$ cat config.mk
export PLATFORM = sky130hd
export DESIGN_NAME = cla_16_flat
export DESIGN_NICKNAME = d
export VERILOG_FILES = /design/src/rtl/cla_16_if.sv /design/src/rtl/cla_16.sv /design/src/flat_wrapper.sv
export SDC_FILE = /design/constraint.sdc
export NUM_CORES = 1
export LEC_CHECK = 0
export CAP_MARGIN = 40
export CORE_UTILIZATION = 23
export CTS_BUF_LIST = sky130_fd_sc_hd__clkbuf_8
export CTS_CLUSTER_DIAMETER = 80
export DETAILED_ROUTE_END_ITERATION = 8
export GPL_TIMING_DRIVEN = 0
export HOLD_SLACK_MARGIN = 0.1
export PLACE_DENSITY = 0.48
export SETUP_SLACK_MARGIN = 0.2
export SLEW_MARGIN = 20
export SYNTH_ARGS = -nofsm -noshare
export SYNTH_HDL_FRONTEND = slang
export SYNTH_SLANG_ARGS = --single-unit
export TNS_END_PERCENT = 5
$ cat constraint.sdc
create_clock -name clk -period 3.3 [get_ports clk]
set_input_delay 0.99 -clock clk [delete_from_list [all_inputs] [get_ports clk]]
set_output_delay 0.99 -clock clk [all_outputs]
set_load 0.05 [all_outputs]
$ cat src/rtl/cla_16_if.sv
// Operand/result bundle for the 16-bit pipelined carry-lookahead adder.
interface cla_16_if;
   logic [15:0] a;
   logic [15:0] b;
   logic        cin;
   logic [15:0] s;
   logic        cout;

   // Operand source: drives a/b/cin, observes the registered result.
   modport master (output a, output b, output cin, input s, input cout);
   // Adder: consumes operands, drives the registered result.
   modport slave  (input a, input b, input cin, output s, output cout);
endinterface

$ cat src/rtl/cla_16.sv
// 16-bit two-stage pipelined carry-lookahead adder: {cout,s} = a + b + cin.
// Input register stage -> two-level CLA core (4 groups x 4 bits) -> output
// register stage. One operand set per clock, result two edges after capture.
module cla_16 (
   input  logic     clk,
   input  logic     rst_b,
   cla_16_if.slave  bus
);

   logic [15:0] a_q;
   logic [15:0] b_q;
   logic        cin_q;
   logic [15:0] s_q;
   logic        cout_q;

   logic [15:0] g;
   logic [15:0] p;
   logic [16:0] c;
   logic [3:0]  grp_g;
   logic [3:0]  grp_p;
   logic [4:0]  grp_c;
   logic [15:0] sum;

   // Input register stage: capture operands every edge, clear on reset.
   always_ff @(posedge clk) begin
      if (rst_b) begin
         a_q   <= '0;
         b_q   <= '0;
         cin_q <= 1'b0;
      end else begin
         a_q   <= bus.a;
         b_q   <= bus.b;
         cin_q <= bus.cin;
      end
   end

   // CLA core: bit g/p, group G/P, second-level lookahead for group carries,
   // then in-group lookahead from each group's carry-in. No inter-group ripple.
   always_comb begin
      g     = a_q & b_q;
      p     = a_q ^ b_q;
      grp_g = '0;
      grp_p = '0;
      grp_c = '0;
      c     = '0;
      sum   = '0;

      for (int unsigned k = 0; k < 4; k++) begin
         grp_g[k] = g[4*k+3]
                  | (p[4*k+3] & g[4*k+2])
                  | (p[4*k+3] & p[4*k+2] & g[4*k+1])
                  | (p[4*k+3] & p[4*k+2] & p[4*k+1] & g[4*k]);
         grp_p[k] = p[4*k+3] & p[4*k+2] & p[4*k+1] & p[4*k];
      end

      grp_c[0] = cin_q;
      grp_c[1] = grp_g[0] | (grp_p[0] & cin_q);
      grp_c[2] = grp_g[1] | (grp_p[1] & grp_g[0])
               | (grp_p[1] & grp_p[0] & cin_q);
      grp_c[3] = grp_g[2] | (grp_p[2] & grp_g[1])
               | (grp_p[2] & grp_p[1] & grp_g[0])
               | (grp_p[2] & grp_p[1] & grp_p[0] & cin_q);
      grp_c[4] = grp_g[3] | (grp_p[3] & grp_g[2])
               | (grp_p[3] & grp_p[2] & grp_g[1])
               | (grp_p[3] & grp_p[2] & grp_p[1] & grp_g[0])
               | (grp_p[3] & grp_p[2] & grp_p[1] & grp_p[0] & cin_q);

      for (int unsigned k = 0; k < 4; k++) begin
         c[4*k]   = grp_c[k];
         c[4*k+1] = g[4*k] | (p[4*k] & grp_c[k]);
         c[4*k+2] = g[4*k+1] | (p[4*k+1] & g[4*k])
                  | (p[4*k+1] & p[4*k] & grp_c[k]);
         c[4*k+3] = g[4*k+2] | (p[4*k+2] & g[4*k+1])
                  | (p[4*k+2] & p[4*k+1] & g[4*k])
                  | (p[4*k+2] & p[4*k+1] & p[4*k] & grp_c[k]);
      end
      c[16] = grp_c[4];

      sum = p ^ c[15:0];
   end

   // Output register stage: capture the core result, clear on reset.
   always_ff @(posedge clk) begin
      if (rst_b) begin
         s_q    <= '0;
         cout_q <= 1'b0;
      end else begin
         s_q    <= sum;
         cout_q <= c[16];
      end
   end

   assign bus.s    = s_q;
   assign bus.cout = cout_q;

endmodule

$ cat src/flat_wrapper.sv
// flat-port wrapper written by rule: the top's interface ports become plain ports
module cla_16_flat 
  (clk, rst_b, bus_a, bus_b, bus_cin, bus_s, bus_cout);
  cla_16_if bus_i ();
  input  logic clk;
  input  logic rst_b;
  input wire logic [$bits(bus_i.a)-1:0] bus_a;
  input wire logic [$bits(bus_i.b)-1:0] bus_b;
  input wire logic [$bits(bus_i.cin)-1:0] bus_cin;
  output wire logic [$bits(bus_i.s)-1:0] bus_s;
  output wire logic [$bits(bus_i.cout)-1:0] bus_cout;
  assign bus_i.a = bus_a;
  assign bus_i.b = bus_b;
  assign bus_i.cin = bus_cin;
  assign bus_s = bus_i.s;
  assign bus_cout = bus_i.cout;
  cla_16 u_core (.clk(clk), .rst_b(rst_b), .bus(bus_i));
endmodule
* Yosys cells after proc, flatten, opt, wreduce, memory -nomap -nowiden
Cells that the tools add are included.
Operators by class: bitwise operators 125
Operators by type and width (count):
- $and A1 B1 Y1 | 76
- $or A1 B1 Y1 | 46
- $xor A16 B16 Y16 | 2
- $and A16 B16 Y16 | 1
Word-level totals: flip-flop bits (word level) 50, input port bits 35, output and inout port bits 17, logic and storage cells 130

* Logic depth before layout (Yosys ltp)
Gate-level depths: netlist (run 1).
depth in word-level cells 12, depth in mapped cells 8, mapped depth without buffers 8

* Worst setup path before layout (run 1)
Ideal clock, no wire load.
path kind flip-flop to flip-flop, from register u_core.b_q[0], to register u_core.s_q[13], in the netlist u_core.bus.s[13], setup time 0.128 ns, arrival time 1.961 ns, data required time 3.172 ns, slack 1.211 ns, stages on the path, launching flop included 9, buffers on the path 0, cells stage by stage dfxtp_1 ha_1 a211oi_2 o21a_1 o31ai_4 a21o_2 fa_1 xnor2_1 nor2_1
Between the ends: longest elaborated chain between the ends 9, elaborated cells between the ends (all ways) 13, classes of those cells 13 x bitwise
Ends and longest elaborated chain:
- from (decl) | line cla_16.sv:11 | logic [15:0] b_q;
- from (signal assigned) | line cla_16.sv:32 | b_q <= bus.b;
- $and A16 B16 Y16 | line cla_16.sv:40 | g = a_q & b_q;
- $and A1 B1 Y1 | line cla_16.sv:52 | | (p[4*k+3] & p[4*k+2] & p[4*k+1] & g[4*k]);
- $or A1 B1 Y1 | line cla_16.sv:52
- $and A1 B1 Y1 | line cla_16.sv:61 | | (grp_p[2] & grp_p[1] & grp_g[0])
- $or A1 B1 Y1 | line cla_16.sv:61
- $or A1 B1 Y1 * | line cla_16.sv:62 | | (grp_p[2] & grp_p[1] & grp_p[0] & cin_q);
- $and A1 B1 Y1 * | line cla_16.sv:70 | c[4*k+1] = g[4*k] | (p[4*k] & grp_c[k]);
- $or A1 B1 Y1 * | line cla_16.sv:70
- $xor A16 B16 Y16 * | line cla_16.sv:79 | sum = p ^ c[15:0];
- to (signal assigned) | line cla_16.sv:88 | s_q <= sum;
- to (decl) | line cla_16.sv:13 | logic [15:0] s_q;
Mark *: on every way between the ends. The rest lies on a longest branch, timed or not. A chain may end at the register's enable or synchronous reset.

* Final worst setup path (run 1)
from register u_core.s_q[7], in the netlist u_core.bus.s[7], to output bus_s[7]
RTL lines:
- to (decl) | line flat_wrapper.sv:10 | output wire logic [$bits(bus_i.s)-1:0] bus_s;
No word-level cell between the ends.

==> results of run 1 <==
==> per-stage QoR <==
| step | std cells | power (W) | setup slack [ns] | utilization, % | area, um2 |
|---|---|---|---|---|---|
| 2_1_floorplan | 182 | 0.000843 | 1.21 | - | 1980 |
| 4_1_cts | 346 | 0.00131 | 0.847 | 32.8 | 2710 |
| 5_1_grt | 346 | 0.00136 | 0.801 | 32.8 | 2710 |
| 3_5_place_dp | 338 | 0.000949 | 0.869 | 31.7 | 2620 |
| 6_report | 346 | 0.00129 | 0.861 | 32.8 | 2710 |
| 3_3_place_gp | 338 | 0.000947 | 0.850 | 31.7 | 2620 |
==> cell usage after synthesis (2+ instances only) <==
cell type   n  share of area (%)
or3_1       2               0.63
nor2b_1    37                 12
nand2_1     3               0.57
ha_1       16                 10
nor3_1      2               0.51
or2_2       2               0.63
dfxtp_1    50                 51
o21ai_0     4                1.0
a21o_2      2               0.89
fa_1        4                4.0
xnor2_1     5                2.2
inv_1       4               0.76
xor2_1      4                1.8
nor2_1     13                2.5
o21a_1      3                1.1
a211oi_1    5                1.9
clkbuf_1    5               0.95
a21oi_1     8                2.0
==> tightest hold or removal path, stage by stage, from the launching register on <==
cell	delay (ns)
dfxtp_1	0.33
inv_1	0.07
fa_1	0.15
nor2_1	0.04
==> worst min-delay path by stage <==
stage,from,endpoint,slack (ns),depth (start not counted)
final,u_core.a_q[0],u_core.bus.s[0],0.62,3
after global routing,u_core.a_q[0],u_core.bus.s[0],0.66,3
after CTS,u_core.a_q[0],u_core.bus.s[0],0.63,3
after detailed placement,u_core.a_q[0],u_core.bus.s[0],0.61,3
after global placement,u_core.a_q[0],u_core.bus.s[0],0.61,3
after floorplan,u_core.a_q[0],u_core.bus.s[0],0.58,3
==> sequential cells by signal, summed over array words and instances (netlist names) <==
| name | flops |
|---|---|
| u_core.bus.cout | 1 |
| u_core.cin_q | 1 |
| u_core.b_q | 16 |
| u_core.a_q | 16 |
| u_core.bus.s | 16 |
==> power by group through the flow <==
| stage | logic [W] | clock network, W | registers (W) |
|---|---|---|---|
| global placement | 0.000274 | 0 | 0.000674 |
| global route | 0.000298 | 0.000397 | 0.000663 |
| finish | 0.000272 | 0.000355 | 0.000659 |
| CTS | 0.000277 | 0.000371 | 0.000660 |
| floorplan | 0.000102 | 0 | 0.000741 |
| detailed placement | 0.000276 | 0 | 0.000674 |
==> metal layers <==
layer	wire length, um	vias to the layer above	GRT usage, %
met5	0	-	0
met4	78	0	4.17
met3	216	5	2.90
met2	1620	43	13.9
met1	2030	608	13.4
li1	-	726	-
==> area by class of cell <==
cell class | count | area [um2]
Buffer | 5 | 18.8
Clock buffer | 6 | 82.6
Clock inverter | 2 | 8.76
Fill cell | 883 | 5550
Inverter | 4 | 15.0
Multi-Input combinational cell | 123 | 943
Sequential cell | 50 | 1000
Tap cell | 105 | 131
Timing Repair Buffer | 51 | 510
==> cells by family after synthesis <==
group	synth area share, %
AND/OR/NAND/NOR	18.5
adder cells (fa/ha/maj)	14.2
XOR/XNOR	3.98
buffers and inverters	1.71
flip-flops	50.6
AO/OA/AOI/OAI	11.1
==> flow_summary_export.csv, run 1 <==
group,metric,value,unit
status,status,"finished, final reports clean",
clocking,cts_root_buf,"clkbuf_8",
power_and_ir_drop,ir_drop,0.163,mV
clocking,htree_levels,2,
logic_synthesis,ys_ff_latch,50,
finish,n_antenna_cell,0,
route,drtIter0Drc,18,
clocking,insertion_delay,0.29,ns
clocking,cts_setup_buffers,0,
clocking,cts_buffer_depth,2,
route,vias,1382,
worst_setup_path,r2r_start,"u_core.b_q[0]",
sta,hold_viol_final,0,
sta,rsz0062_at_grt,"no",
finish,area_delta_synth_final,37.1,%
logic_synthesis,yosysUniqueCellTypes,31,
sta,setup_viol,0,
worst_setup_path,path_depth,1,
logic_synthesis,yosysWarnings,0,
sta,maxSlewHeadroom,61.6,%
route,ant_nets,0,
worst_setup_path,crit_start,"u_core.bus.s[7]",
worst_setup_path,max_stage_delay,0.81,ns
global_route,grt_start_max_net_pins,15,
finish,drive_above_1_share,6.22,%
clocking,cts_resized,0,
power_and_ir_drop,power.switching,0.000350,W
floorplanning,start_util,24.0,%
power_and_ir_drop,p_int,0.000935,W
power_and_ir_drop,pwr-share-comb,21.2,%
logic_synthesis,yosysSeqAreaShare,50.6,%
clocking,cts_tree,"yes",
floorplanning,dieArea,0.00898,mm2
clocking,cts_sinks,50,
worst_setup_path,crit_path_top_delay_cell,"clkdlybuf4s50_1",
finish,layout_common_cells,"clkdlybuf4s50_1 (51), dfxtp_1 (50), nor2b_1 (37)",
route,drc,0,
route,wl_per_cell,11.4,um
logic_synthesis,netlist_instances,182,
logic_synthesis,synth_nets,237,
worst_setup_path,cpLargestDelayFamily,"buffers and inverters",
logic_synthesis,synth-main-ff-cell,"dfxtp_1",
floorplanning,die_y,94.7,um
route,drtPass1Iterations,6,
worst_setup_path,crit_chain,"clkdlybuf4s50_1",
worst_hold_path,worstHoldPathType,"register to register",
power_and_ir_drop,pwr-share-seq,51.2,%
finish,layout_commonest_cell,"clkdlybuf4s50_1",
sta,drv_slew,0,
finish,nNetsFinal,295,
worst_setup_path,rr_worst_depth,8,
job,max_cap_violations,0,
worst_setup_path,r2r-end,"u_core.bus.s[13]",
worst_setup_path,crit_type,"register to output port",
power_and_ir_drop,switching_share,27.3,%
sta,final.min_clock_period,2.44,ns
place,routabilityCongestion,0.689,
clocking,cts.reportedPaths.clkPinSlew,0.09,ns
worst_setup_path,critPathArrivalTime,1.45,ns
route,drt_wl_total,3950,um
global_route,grt_remaining_overflow,0,
logic_synthesis,syn_area,0.00198,mm2
place,hpwl,2950,um
sta,setup_tns,0,ns
worst_setup_path,cp_max_fo,1,
worst_setup_path,path_buf_inv,1,
floorplanning,num_rows,33,
worst_setup_path,setup.worst_path.end,"bus_s[7]",
global_route,grt_pass1_vias,1348,
worst_setup_path,endpoint_kind,"output port",
clocking,hold_buffers,0,
global_route,grt_usage,9.71,%
sta,worst_clock_skew,0.00475,ns
sta,tightest_slew,0.576,ns
floorplanning,die_width,94.7,um
clocking,cts_made_buffers,5,
worst_setup_path,required,2.31,ns
sta,period_share,73.9,%
logic_synthesis,synth_async_sr_flop_share,0,%
sta,max_freq,410,MHz
power_and_ir_drop,leakagePower,1.09,nW
route,via_per_inst,3.99,
logic_synthesis,synth.avg_cell_area,10.9,um2
worst_setup_path,start_kind,"register",
power_and_ir_drop,powerDensity,474,mW/mm2
floorplanning,pin_count,52,
place,io_buffer_count,51,
floorplanning,coreArea,0.00826,mm2
logic_synthesis,synth-edff-count,0,
worst_setup_path,r2r_slack,1.06,ns
sta,holdWs,0.622,ns
global_route,grt_first_pass_wirelength,6380,um
global_route,antenna_found_initial,0,
power_and_ir_drop,p_clk_share,27.6,%
No activity file was read; power rests on OpenSTA's default activity.
==> inputs of run 2 (changes only) <==
- PLACE_DENSITY: 0.48 -> 0.49
- clock period: 3.3 -> 2.1 ns (I/O delays scaled with it)
==> run 2 against run 1 <==
  * Largest cell class is now multi-input combinational cells
  * Highest routed layer unchanged
  * Routed wire length barely moved
  * Worst hold slack improved by 0.013 ns
  * Global-route usage is essentially flat
  * Worst setup slack got worse by 0.81 ns
  * Sequential share of layout area decreased by 0.83 points
  * Non-clock buffer count rose by 4
  * Sequential cell count stayed put
  * Critical endpoint is now u_core.bus.cout
  * Design area rose by 3.0%
  * Combinational power rose by 57%
  * Count of clock-buffer cells in the layout unchanged
  * Critical path depth increased by 7
==> flow_summary_export.csv, run 2 (same netlist as run 1, synthesis figures left out) <==
group,metric,value,unit
route,via_per_inst,3.96,
floorplanning,die_width,94.7,um
sta,holdWs,0.635,ns
place,pre_cts_ws,-0.160,ns
sta,hold_viol_final,0,
worst_setup_path,rr_worst_depth,8,
floorplanning,die_y,94.7,um
worst_hold_path,worstHoldPathCells,3,
floorplanning,num_rows,33,
power_and_ir_drop,ir_drop,0.219,mV
clocking,cts_sinks,50,
place,io_buffer_count,51,
clocking,hold_buffers,0,
route,wl_per_cell,11.3,um
place,hpwl,2890,um
job,max_cap_violations,0,
clocking,insertion_delay,0.30,ns
worst_setup_path,r2r_start,"u_core.a_q[0]",
sta,setup_tns,0,ns
route,drc,0,
clocking,htree_levels,2,
route,dr.max_layer_used,"met4",
clocking,cts_made_buffers,5,
sta,rsz0062_at_grt,"yes",
place,routabilityCongestion,0.704,
route,drtPass1Iterations,4,
finish,ff_latch_area,0.00101,mm2
finish,n_antenna_cell,0,
global_route,grt_first_pass_wirelength,6350,um
sta,drv_slew,0,
worst_setup_path,cp_max_fo,4,
finish,multiInputGateArea,0.00101,mm2
route,ant_nets,0,
floorplanning,coreArea,0.00826,mm2
global_route,grt_pass1_vias,1406,
sta,period_share,97.6,%
worst_hold_path,worstHoldPathType,"register to register",
clocking,cts.reportedPaths.clkPinSlew,0.08,ns
worst_setup_path,r2r-end,"u_core.bus.cout",
power_and_ir_drop,leakagePower,1.17,nW
power_and_ir_drop,switching_share,27.8,%
worst_setup_path,required,2.27,ns
status,status,"finished, final reports clean",
finish,layout_commonest_cell,"dfxtp_1",
global_route,grt_usage,9.68,%
route,wl_met1,1940,um
route,wl_met2,1690,um
power_and_ir_drop,p_int,0.00146,W
sta,setup_ws,0.0511,ns
sta,tightest_slew,0.617,ns
power_and_ir_drop,power.switching,0.000563,W
floorplanning,dieArea,0.00898,mm2
route,drt_wl_total,3950,um
finish,area_delta_synth_final,41.1,%
route,vias,1386,
finish,fill_cells,865,
worst_setup_path,crit_type,"register to register",
worst_hold_path,worstHoldEndpoint,"u_core.bus.s[0]",
worst_setup_path,endpoint_kind,"register",
power_and_ir_drop,pwr-share-comb,21.1,%
worst_hold_path,hold_start,"u_core.a_q[0]",
power_and_ir_drop,powerDensity,726,mW/mm2
sta,setup_viol,0,
sta,max_freq,488,MHz
finish,nNetsFinal,299,
power_and_ir_drop,pwr-share-seq,51.1,%
clocking,cts_tree,"yes",
floorplanning,start_util,24.0,%
floorplanning,pin_count,52,
sta,worst_clock_skew,0.00416,ns
global_route,antenna_found_initial,0,
sta,final.min_clock_period,2.05,ns
worst_setup_path,critPathArrivalTime,2.22,ns
route,wl_met3,241,um
global_route,grt_start_max_net_pins,15,
worst_setup_path,r2r_slack,0.05,ns
worst_setup_path,start_kind,"register",
finish,final_core_util,33.8,%
power_and_ir_drop,p_clk_share,27.8,%
route,drtIter0Drc,23,
sta,maxSlewHeadroom,58.9,%
finish,drive_above_1_share,13.9,%
clocking,cts_root_buf,"clkbuf_8",
finish,layout_common_cells,"dfxtp_1 (45), nor2b_1 (37), clkdlybuf4s50_1 (34)",
clocking,cts_buffer_depth,2,
global_route,grt_remaining_overflow,0,
[run 2: metrics by stage]
stage                     instances  total power, W  instance area [um2]
after floorplan                 182         0.00133                 1980
after global placement          338         0.00149                 2620
after detailed placement        338         0.00149                 2620
after CTS                       348         0.00205                 2750
after global routing            350         0.00215                 2790
final                           350         0.00203                 2790
[run 2: worst max path at each step]
| stage | start | to | slack (ns) | depth (start not counted) |
|---|---|---|---|---|
| after detailed placement | u_core.b_q[1] | u_core.bus.s[12] | -0.16 | 7 |
| after floorplan | u_core.b_q[0] | u_core.bus.s[13] | 0.08 | 8 |
| after global placement | u_core.b_q[1] | u_core.bus.s[12] | -0.15 | 7 |
| after CTS | u_core.a_q[0] | u_core.bus.s[12] | -0.01 | 7 |
| after global routing | u_core.a_q[0] | u_core.bus.cout | -0.03 | 8 |
| final | u_core.a_q[0] | u_core.bus.cout | 0.05 | 8 |
[run 2: critical path, stage by stage, from the launching register on]
cell      delay, ns
dfxtp_2        0.35
ha_4           0.24
a211oi_2       0.21
o21a_1         0.23
o31ai_4        0.10
buf_4          0.17
a211o_2        0.34
a211oi_2       0.18
o22ai_1        0.11
[run 2: timing repair]
action                                 in CTS  in global routing
endpoints found under the hold margin       0                  0
cloned                                      0                  0
setup endpoints to repair                  27                 12
setup buffers                               2                  2
pin swaps                                  10                 10
resized for setup                          26                  7
[run 2: power groups by stage]
| stage | logic (W) | clock network [W] | registers [W] |
|---|---|---|---|
| after floorplan | 0.000161 | 0 | 0.00116 |
| after global placement | 0.000431 | 0 | 0.00106 |
| after detailed placement | 0.000432 | 0 | 0.00106 |
| after CTS | 0.000422 | 0.000592 | 0.00104 |
| after global routing | 0.000468 | 0.000636 | 0.00104 |
| final | 0.000427 | 0.000563 | 0.00104 |
[run 2: routing by layer]
layer / vias to the layer above / GRT usage, %
li1: 730 / -
met1: 613 / 12.3
met2: 37 / 15.0
met3: 6 / 2.90
met4: 0 / 4.55
met5: - / 0
[run 2: cell type report]
cell class	instances	area share, %
well taps	105	4.71
inverters	4	0.538
repair buffers	55	18.6
flip-flops and latches	50	36.1
multi-input cells	123	36.1
clock buffers	6	2.96
plain buffers	5	0.672
clock inverters	2	0.314
